<file path="src/rtl/q_5_9_pkg.sv">
// Shared q_5_9 state codes, decoder FSM states and the transition classifier
// used to recover the FSM's x input from consecutive state samples.
package q_5_9_pkg;

  typedef enum logic [1:0] {
    S0 = 2'b00,
    S1 = 2'b01,
    S2 = 2'b10,
    S3 = 2'b11
  } q_state_t;

  typedef enum logic {
    SYNC  = 1'b0,
    TRACK = 1'b1
  } dec_state_t;

  typedef struct packed {
    logic vld;
    logic bit_val;
    logic ambig;
    logic illegal;
  } dec_t;

  // S3->S1 is reachable from both x values, so the bit is reported as ambiguous.
  function automatic dec_t decode(input logic [1:0] prev, input logic [1:0] cur);
    dec_t d;
    d = '0;
    case ({prev, cur})
      {S0, S0}, {S1, S0}, {S2, S2}: d.vld = 1'b1;
      {S0, S3}, {S1, S2}, {S2, S3}: begin
        d.vld     = 1'b1;
        d.bit_val = 1'b1;
      end
      {S3, S1}: begin
        d.vld   = 1'b1;
        d.ambig = 1'b1;
      end
      default: d.illegal = 1'b1;
    endcase
    return d;
  endfunction

endpackage

</file>
<file path="src/rtl/q_5_9_word_packer.sv">
// LSB-first bit packer with a one-entry valid/ready word buffer; word appears one cycle after its last bit.
// Backpressure: a word completing into a full, unaccepted buffer is dropped and sets sticky overrun.
module q_5_9_word_packer #(
  parameter int DATA_W = 8
) (
  input  logic              clk,
  input  logic              rstn,
  input  logic              in_vld,
  input  logic              in_bit,
  output logic [DATA_W-1:0] word_data,
  output logic              word_valid,
  input  logic              word_ready,
  output logic              overrun
);

  localparam int CNT_W = $clog2(DATA_W);

  logic [DATA_W-1:0] sr;
  logic [DATA_W-1:0] sr_nxt;
  logic [CNT_W-1:0]  cnt;
  logic              done;
  logic              accept;

  // Shifting in at the MSB leaves the first bit of the word in bit 0 once full.
  assign sr_nxt = {in_bit, sr[DATA_W-1:1]};
  assign done   = in_vld && (cnt == CNT_W'(DATA_W - 1));
  assign accept = word_valid && word_ready;

  always_ff @(posedge clk) begin
    if (!rstn) begin
      sr         <= '0;
      cnt        <= '0;
      word_data  <= '0;
      word_valid <= 1'b0;
      overrun    <= 1'b0;
    end else begin
      if (in_vld) begin
        sr  <= sr_nxt;
        cnt <= done ? '0 : cnt + 1'b1;
      end
      if (done && (!word_valid || accept)) begin
        word_data  <= sr_nxt;
        word_valid <= 1'b1;
      end else begin
        if (done) overrun <= 1'b1;
        if (accept) word_valid <= 1'b0;
      end
    end
  end

endmodule

</file>
<file path="src/rtl/q_5_9_decoder.sv">
// Recovers q_5_9 x bits from sampled state codes (1-cycle registered pulses) and packs them into words.
// Word output is valid/ready with one-entry buffer; optional counters under Q_5_9_DEC_STATS_EN.
module q_5_9_decoder
  import q_5_9_pkg::*;
#(
  parameter int   DATA_W     = 8,
  parameter logic AMBIG_FILL = 1'b0
) (
  input  logic              clk,
  input  logic              rstn,
  input  logic [1:0]        y_in,
  input  logic              y_valid,
  output logic              x_out,
  output logic              x_valid,
  output logic              x_ambig,
  output logic              err_illegal,
  output logic [DATA_W-1:0] word_data,
  output logic              word_valid,
  input  logic              word_ready,
  output logic              overrun,
  output logic [7:0]        err_cnt,
  output logic [7:0]        ambig_cnt
);

  dec_state_t state;
  dec_state_t state_nxt;
  logic [1:0] prev;
  dec_t       dec;
  logic       bit_val;

  always_ff @(posedge clk) begin
    if (!rstn) state <= SYNC;
    else       state <= state_nxt;
  end

  always_comb begin
    state_nxt = state;
    dec       = '0;
    if (y_valid) begin
      if (state == SYNC) state_nxt = TRACK;
      else               dec       = decode(prev, y_in);
    end
    bit_val = dec.ambig ? AMBIG_FILL : dec.bit_val;
  end

  // prev always follows the sample, which is also how an illegal pair resyncs.
  always_ff @(posedge clk) begin
    if (!rstn) begin
      prev        <= 2'b00;
      x_out       <= 1'b0;
      x_valid     <= 1'b0;
      x_ambig     <= 1'b0;
      err_illegal <= 1'b0;
    end else begin
      x_out       <= bit_val;
      x_valid     <= dec.vld;
      x_ambig     <= dec.ambig;
      err_illegal <= dec.illegal;
      if (y_valid) prev <= y_in;
    end
  end

  q_5_9_word_packer #(.DATA_W(DATA_W)) u_packer (
    .clk        (clk),
    .rstn       (rstn),
    .in_vld     (dec.vld),
    .in_bit     (bit_val),
    .word_data  (word_data),
    .word_valid (word_valid),
    .word_ready (word_ready),
    .overrun    (overrun)
  );

`ifdef Q_5_9_DEC_STATS_EN
  logic [7:0] err_q;
  logic [7:0] amb_q;

  always_ff @(posedge clk) begin
    if (!rstn) begin
      err_q <= '0;
      amb_q <= '0;
    end else begin
      if (dec.illegal && err_q != 8'hFF) err_q <= err_q + 8'd1;
      if (dec.ambig && amb_q != 8'hFF)   amb_q <= amb_q + 8'd1;
    end
  end

  assign err_cnt   = err_q;
  assign ambig_cnt = amb_q;
`else
  assign err_cnt   = '0;
  assign ambig_cnt = '0;
`endif

endmodule

</file>
<file path="config.mk">
export PLATFORM = sky130hd
export DESIGN_NAME = q_5_9_decoder
export DESIGN_NICKNAME = d
export VERILOG_FILES = /design/src/rtl/q_5_9_pkg.sv /design/src/rtl/q_5_9_word_packer.sv /design/src/rtl/q_5_9_decoder.sv
export SDC_FILE = /design/constraint.sdc
export NUM_CORES = 1
export LEC_CHECK = 0
export CORE_MARGIN = 2
export CORE_UTILIZATION = 45
export DETAILED_ROUTE_END_ITERATION = 16
export PLACE_DENSITY_LB_ADDON = 0.15
export SLEW_MARGIN = 20
export SYNTH_ARGS = -nofsm -noshare
export SYNTH_HDL_FRONTEND = slang
export SYNTH_SLANG_ARGS = --single-unit
</file>
<file path="constraint.sdc">
create_clock -name clk -period 2.07 [get_ports clk]
set_input_delay 0.414 -clock clk [delete_from_list [all_inputs] [get_ports clk]]
set_output_delay 0.414 -clock clk [all_outputs]
set_load 0.1 [all_outputs]
</file>
==> results_dict.tcl, run 1 <==
set metrics [dict create \
    outcome "complete, no violations" \
    postLayoutCoreUtil_pct 56.3 \
    yosysWarnings 0 \
    drive_above_1_share_pct 22.3 \
    design_area_um2 1410 \
    die_h_um 55.6 \
    finalHoldViolCount 0 \
    path_buf_inv 3 \
    end_kind "flip-flop" \
    num-fill-cells 219 \
    power_leakage_nw 0.735 \
    fin_setup_tns_ns 0 \
    worst-endpoint-required_ns 2.31 \
    die_w_um 55.6 \
    grt_pass1_vias 717 \
    core_um2 2500 \
    drt-pass1-iter-count 4 \
    grt-ovfl-total 0 \
    die-area_um2 3090 \
    setup_slack_ns 0.392 \
    totalWireLength_mm 1.95 \
    numCtsBuffers 3 \
    place_area_um2 1380 \
    slowest_stage "clkdlybuf4s50_1" \
    fmax_mhz 596 \
    gp_routability_congestion 0.672 \
    grt_setup_unrepaired "no" \
    synth_seq_cells 27 \
    p_seq_share_pct 55.2 \
    synth-edff-count 0 \
    cp_top_family "buffers and inverters" \
    path_max_fanout 9 \
    avgSynthCellArea_um2 9.80 \
    setup_viol 0 \
    power.switching_uw 328 \
    ios 36 \
    vias 819 \
    synthDistinctLibCells 26 \
    dp_slack_ns 0.0479 \
    postCtsHoldBufs 0 \
    h-tree-depth 1 \
    hold_ws_ns 0.473 \
    crit_arrival_ns 1.91 \
    comb_power_share_pct 21.6 \
    drtIter0Drc 10 \
    synth_cells 122 \
    wl_per_cell_um 10.9 \
    post_cts_buffers 0 \
    grt_usage_pct 12.2 \
    synthTopCellsByCount "27 x dfxtp_1, 24 x nand2_1, 19 x mux2i_1" \
    vdd_drop_max_uv 357 \
    synth_flop_cell "dfxtp_1" \
    syn_to_final_growth_pct 17.6 \
    yosysTopAreaCellShare_pct 45.2 \
    dp.cells 174 \
    clockPowerShare_pct 23.2 \
    powerDensity_nw_per_um2 688 \
    fin_nets 157 \
    io_buffers 19 \
    synth.most_common_cell "dfxtp_1" \
    netSwitchingFraction_pct 33.9 \
    cts_sinks 27 \
    place_hpwl_mm 1.51 \
    internal_power_uw 639 \
    antenna_found_initial 0 \
    async_flop_share_pct 0 \
    critPathKind "input pin to flip-flop" \
    start_util_pct 47.8 \
    hp-class "flip-flop to flip-flop" \
    max_cap_viol_count 0 \
    grt_max_degree 19 \
    clk_path_buf_depth 2 \
    slowest_delay_ns 0.45 \
    stdcell_count 178 \
    ant_nets 0 \
    finalCriticalPeriod_ns 1.68 \
    root_buffer "clkbuf_4" \
    synthTopCellsByArea "dfxtp_1 45%, mux2i_1 16%, buf_4 10%" \
    post-route-period-util_pct 81.1 \
    power_uw 967 \
    clk_latency_ns 0.32 \
    path_clk_slew_ns 0.15 \
    drcViolationCount 0 \
    cp-start-kind "input pin" \
    synth_top_area_cell "dfxtp_1" \
    crit_chain "clkdlybuf4s50_1 -> nor2_1 -> mux2i_1 -> buf_4 -> o21bai_4 -> buf_12 -> a21bo_2" \
    skew_ns 0.0110 \
    viasPerCell 4.60 \
    synthesis.area_um2 1200 \
    cts_resized 0 \
    ys_seq_area_share_pct 45.2 \
    rows 18 \
    final_max_slew_viol_count 0 \
    cts_tree "yes" \
    diodes 0 \
    grt_pass1_wl_mm 3.07 \
]
## cell type report
cell class                 count  area, um^2  share of cell area (%)
clock inverter                 1        5.00                   0.356
inverter                       3        11.3                   0.801
multi-input combinational     86         554                    39.4
clock buffer                   3        22.5                    1.60
sequential                    27         541                    38.4
timing repair buffer          28         235                    16.7
tap                           30        37.5                    2.67
## worst register-to-register path, stage by stage (launching register included)
cell	delay, ns
dfxtp_1	0.36
nor2_1	0.24
mux2i_1	0.22
buf_4	0.17
o21bai_4	0.08
buf_12	0.15
a21bo_2	0.18
## cells in the final DEF, fill, tap and decap left out, types with 2 or more instances in the layout
cell type | netlist | routed
dfxtp_1 | 27 | 27
nand2_1 | 24 | 24
buf_4 | 16 | 22
mux2i_1 | 19 | 19
conb_1 | 1 | 16
clkdlybuf4s50_1 | 0 | 5
nor2_1 | 3 | 3
o21ai_0 | 3 | 3
nor2b_1 | 3 | 3
nand3_1 | 3 | 3
inv_1 | 3 | 3
clkbuf_4 | 0 | 3
ha_1 | 2 | 2
## final timing paths
path	start	to	slack [ns]	cells past startpoint
hold reg to reg	u_packer.sr[1]	u_packer.sr[1]	0.47	2
setup / recovery	y_in[0]	u_packer.sr[7]	0.39	7
setup reg to reg	prev[1]	u_packer.sr[7]	0.59	6
hold / removal	u_packer.sr[1]	u_packer.sr[1]	0.47	2
## sequential cells by signal (all words and copies together) (netlist names)
register             cells
x_valid                  1
x_ambig                  1
u_packer.cnt             3
u_packer.overrun         1
prev                     2
x_out                    1
err_illegal              1
u_packer.sr              7
u_packer.word_data       8
u_packer.word_valid      1
state                    1
## metal layers
| metal | vias to the layer above | global-route usage (%) | part of all wire (%) |
|---|---|---|---|
| met5 | - | 0 | 0 |
| met4 | 0 | 3.14 | 0.77 |
| met3 | 2 | 3.04 | 5.1 |
| met2 | 18 | 20.7 | 48 |
| met1 | 376 | 15.5 | 46 |
| li1 | 423 | - | - |
## power by group through the flow
stage               logic (mW)  registers [mW]  clock network (mW)
CTS                      0.208           0.534               0.233
finish                   0.209           0.534               0.224
global placement         0.206           0.544                   0
detailed placement       0.208           0.545                   0
global route             0.216           0.535               0.248
floorplan                0.191           0.553                   0
## cell families (layout without fill, tap and decap cells)
group,Yosys count,after routing,share of synthesized area (%)
fa+ha+maj,2,2,2.09
buf+inv,24,35,13.2
compound gates,9,9,7.64
simple gates,39,39,14.7
mux,20,20,16.8
other cells,1,16,0.314
flops,27,27,45.2
Power figures use the tool's default switching activity.
==> inputs of run 2 (changes only) <==
clock period = 1.62 ns   (was 2.07 ns; I/O delays follow)
==> run 2 against run 1 <==
Net effect: critical path depth stayed put; final cell count is 1.1% higher; worst setup slack worse by 0.29 ns; sequential power is 28% higher; register-to-register slack worse by 0.42 ns; flip-flop and latch count stayed put; largest cell class unchanged; total power is 32% higher; global-route usage is 1.7 points higher; critical endpoint unchanged; largest power group unchanged; critical path type unchanged.
==> results_dict.tcl, run 2 (synthesized netlist as in run 1, its figures left out) <==
set metrics [dict create \
    outcome "complete, no violations" \
    worst-endpoint-required_ns 1.88 \
    path_clk_slew_ns 0.15 \
    final_max_slew_viol_count 0 \
    post_cts_buffers 0 \
    drtIter0Drc 18 \
    gp_routability_congestion 0.719 \
    postLayoutCoreUtil_pct 65.0 \
    skew_ns 0.00643 \
    powerDensity_nw_per_um2 782 \
    grt_max_degree 18 \
    final_common_cell "dfxtp_1" \
    grt_usage_pct 13.9 \
    diodes 0 \
    ant_nets 0 \
    totalWireLength_mm 2.06 \
    start_util_pct 47.8 \
    clk_latency_ns 0.34 \
    finalHoldViolCount 0 \
    dp.cells 176 \
    power_mw 1.27 \
    max_cap_viol_count 0 \
    die-area_um2 3090 \
    h-tree-depth 1 \
    power_leakage_nw 0.791 \
    reg_top3 "u_packer.word_data: 8 flops, u_packer.sr: 7 flops, u_packer.cnt: 3 flops" \
    io_buffers 19 \
    ios 36 \
    wl_per_cell_um 11.4 \
    syn_to_final_growth_pct 35.9 \
    clk_path_buf_depth 2 \
    fmax_mhz 658 \
    postCtsHoldBufs 0 \
    num-fill-cells 209 \
    fin_nets 159 \
    finalCriticalPeriod_ns 1.52 \
    grt_pass1_vias 780 \
    hold_ws_ns 0.491 \
    critPathKind "input pin to flip-flop" \
    layout_common_cells "26 x dfxtp_1, 24 x nand2_1, 19 x mux2i_1" \
    place_hpwl_mm 1.60 \
    reg2reg_depth 6 \
    reg2reg_slack_ns 0.17 \
    cts_sinks 27 \
    largest_register_ffs 8 \
    numCtsBuffers 3 \
    cts_resized 0 \
    viasPerCell 4.72 \
    die_h_um 55.6 \
    grt_setup_unrepaired "no" \
    core_um2 2500 \
    cts_tree "yes" \
    drcViolationCount 0 \
    vdd_drop_max_uv 570 \
    drive_above_1_share_pct 24.0 \
    post-route-period-util_pct 93.8 \
    root_buffer "clkbuf_4" \
    hp-class "flip-flop to flip-flop" \
    grt_pass1_wl_mm 3.38 \
    stdcell_count 180 \
    top_register "u_packer.word_data" \
    rows 18 \
    antenna_found_initial 0 \
    end_kind "flip-flop" \
    crit_arrival_ns 1.78 \
    setup_viol 0 \
    die_w_um 55.6 \
    worstHoldPathCells 2 \
    vias 850 \
    cp-start-kind "input pin" \
    drt-pass1-iter-count 4 \
    path_max_fanout 10 \
    grt-ovfl-total 0 \
    fin_setup_tns_ns 0 \
]
run 2: cell count changes in the layout (fill, tap and decap cells not counted):
cell,change
buf_12,+16
buf_4,-14
clkinv_2,-1
clkinvlp_4,+1
dfxtp_1,-1
dfxtp_2,+1
run 2: metrics by stage:
| stage | area, um^2 | setup WS, ns |
|---|---|---|
| floorplan | 1250 | 0.0863 |
| global placement | 1600 | -0.231 |
| detailed placement | 1600 | -0.290 |
| CTS | 1630 | 0.0898 |
| global route | 1630 | 0.0179 |
| finish | 1630 | 0.100 |
run 2: critical path: stages:
cell	delay (ns)
clkdlybuf4s50_1	0.45
nor2_1	0.21
mux2i_1	0.21
buf_4	0.17
o21bai_4	0.07
buf_12	0.15
a21bo_2	0.19
run 2: area by class of cell:
type	count	area [um^2]	area share (%)
Clock buffer	3	22.5	1.39
Timing Repair Buffer	30	450	27.7
Tap cell	30	37.5	2.31
Sequential cell	27	542	33.3
Clock inverter	1	7.51	0.462
Multi-Input combinational cell	86	554	34.1
Inverter	3	11.3	0.693
run 2: path summary, 6_finish.rpt:
path / end / from
max: u_packer.sr[7] / y_in[0]
min reg2reg: err_illegal / state
max reg2reg: u_packer.sr[7] / prev[1]
min: err_illegal / state
run 2: layer usage:
layer / vias to the layer above / wire length, um / global-route usage, %
li1: 425 / - / -
met1: 393 / 895 / 17.0
met2: 27 / 1020 / 23.5
met3: 5 / 93 / 2.11
met4: 0 / 48 / 7.32
met5: - / 0 / 0
run 2: where the power goes:
group	internal (mW)	switching [mW]	total, mW
clock network	0.0950	0.215	0.310
registers	0.675	0.00779	0.682
logic	0.0598	0.219	0.279
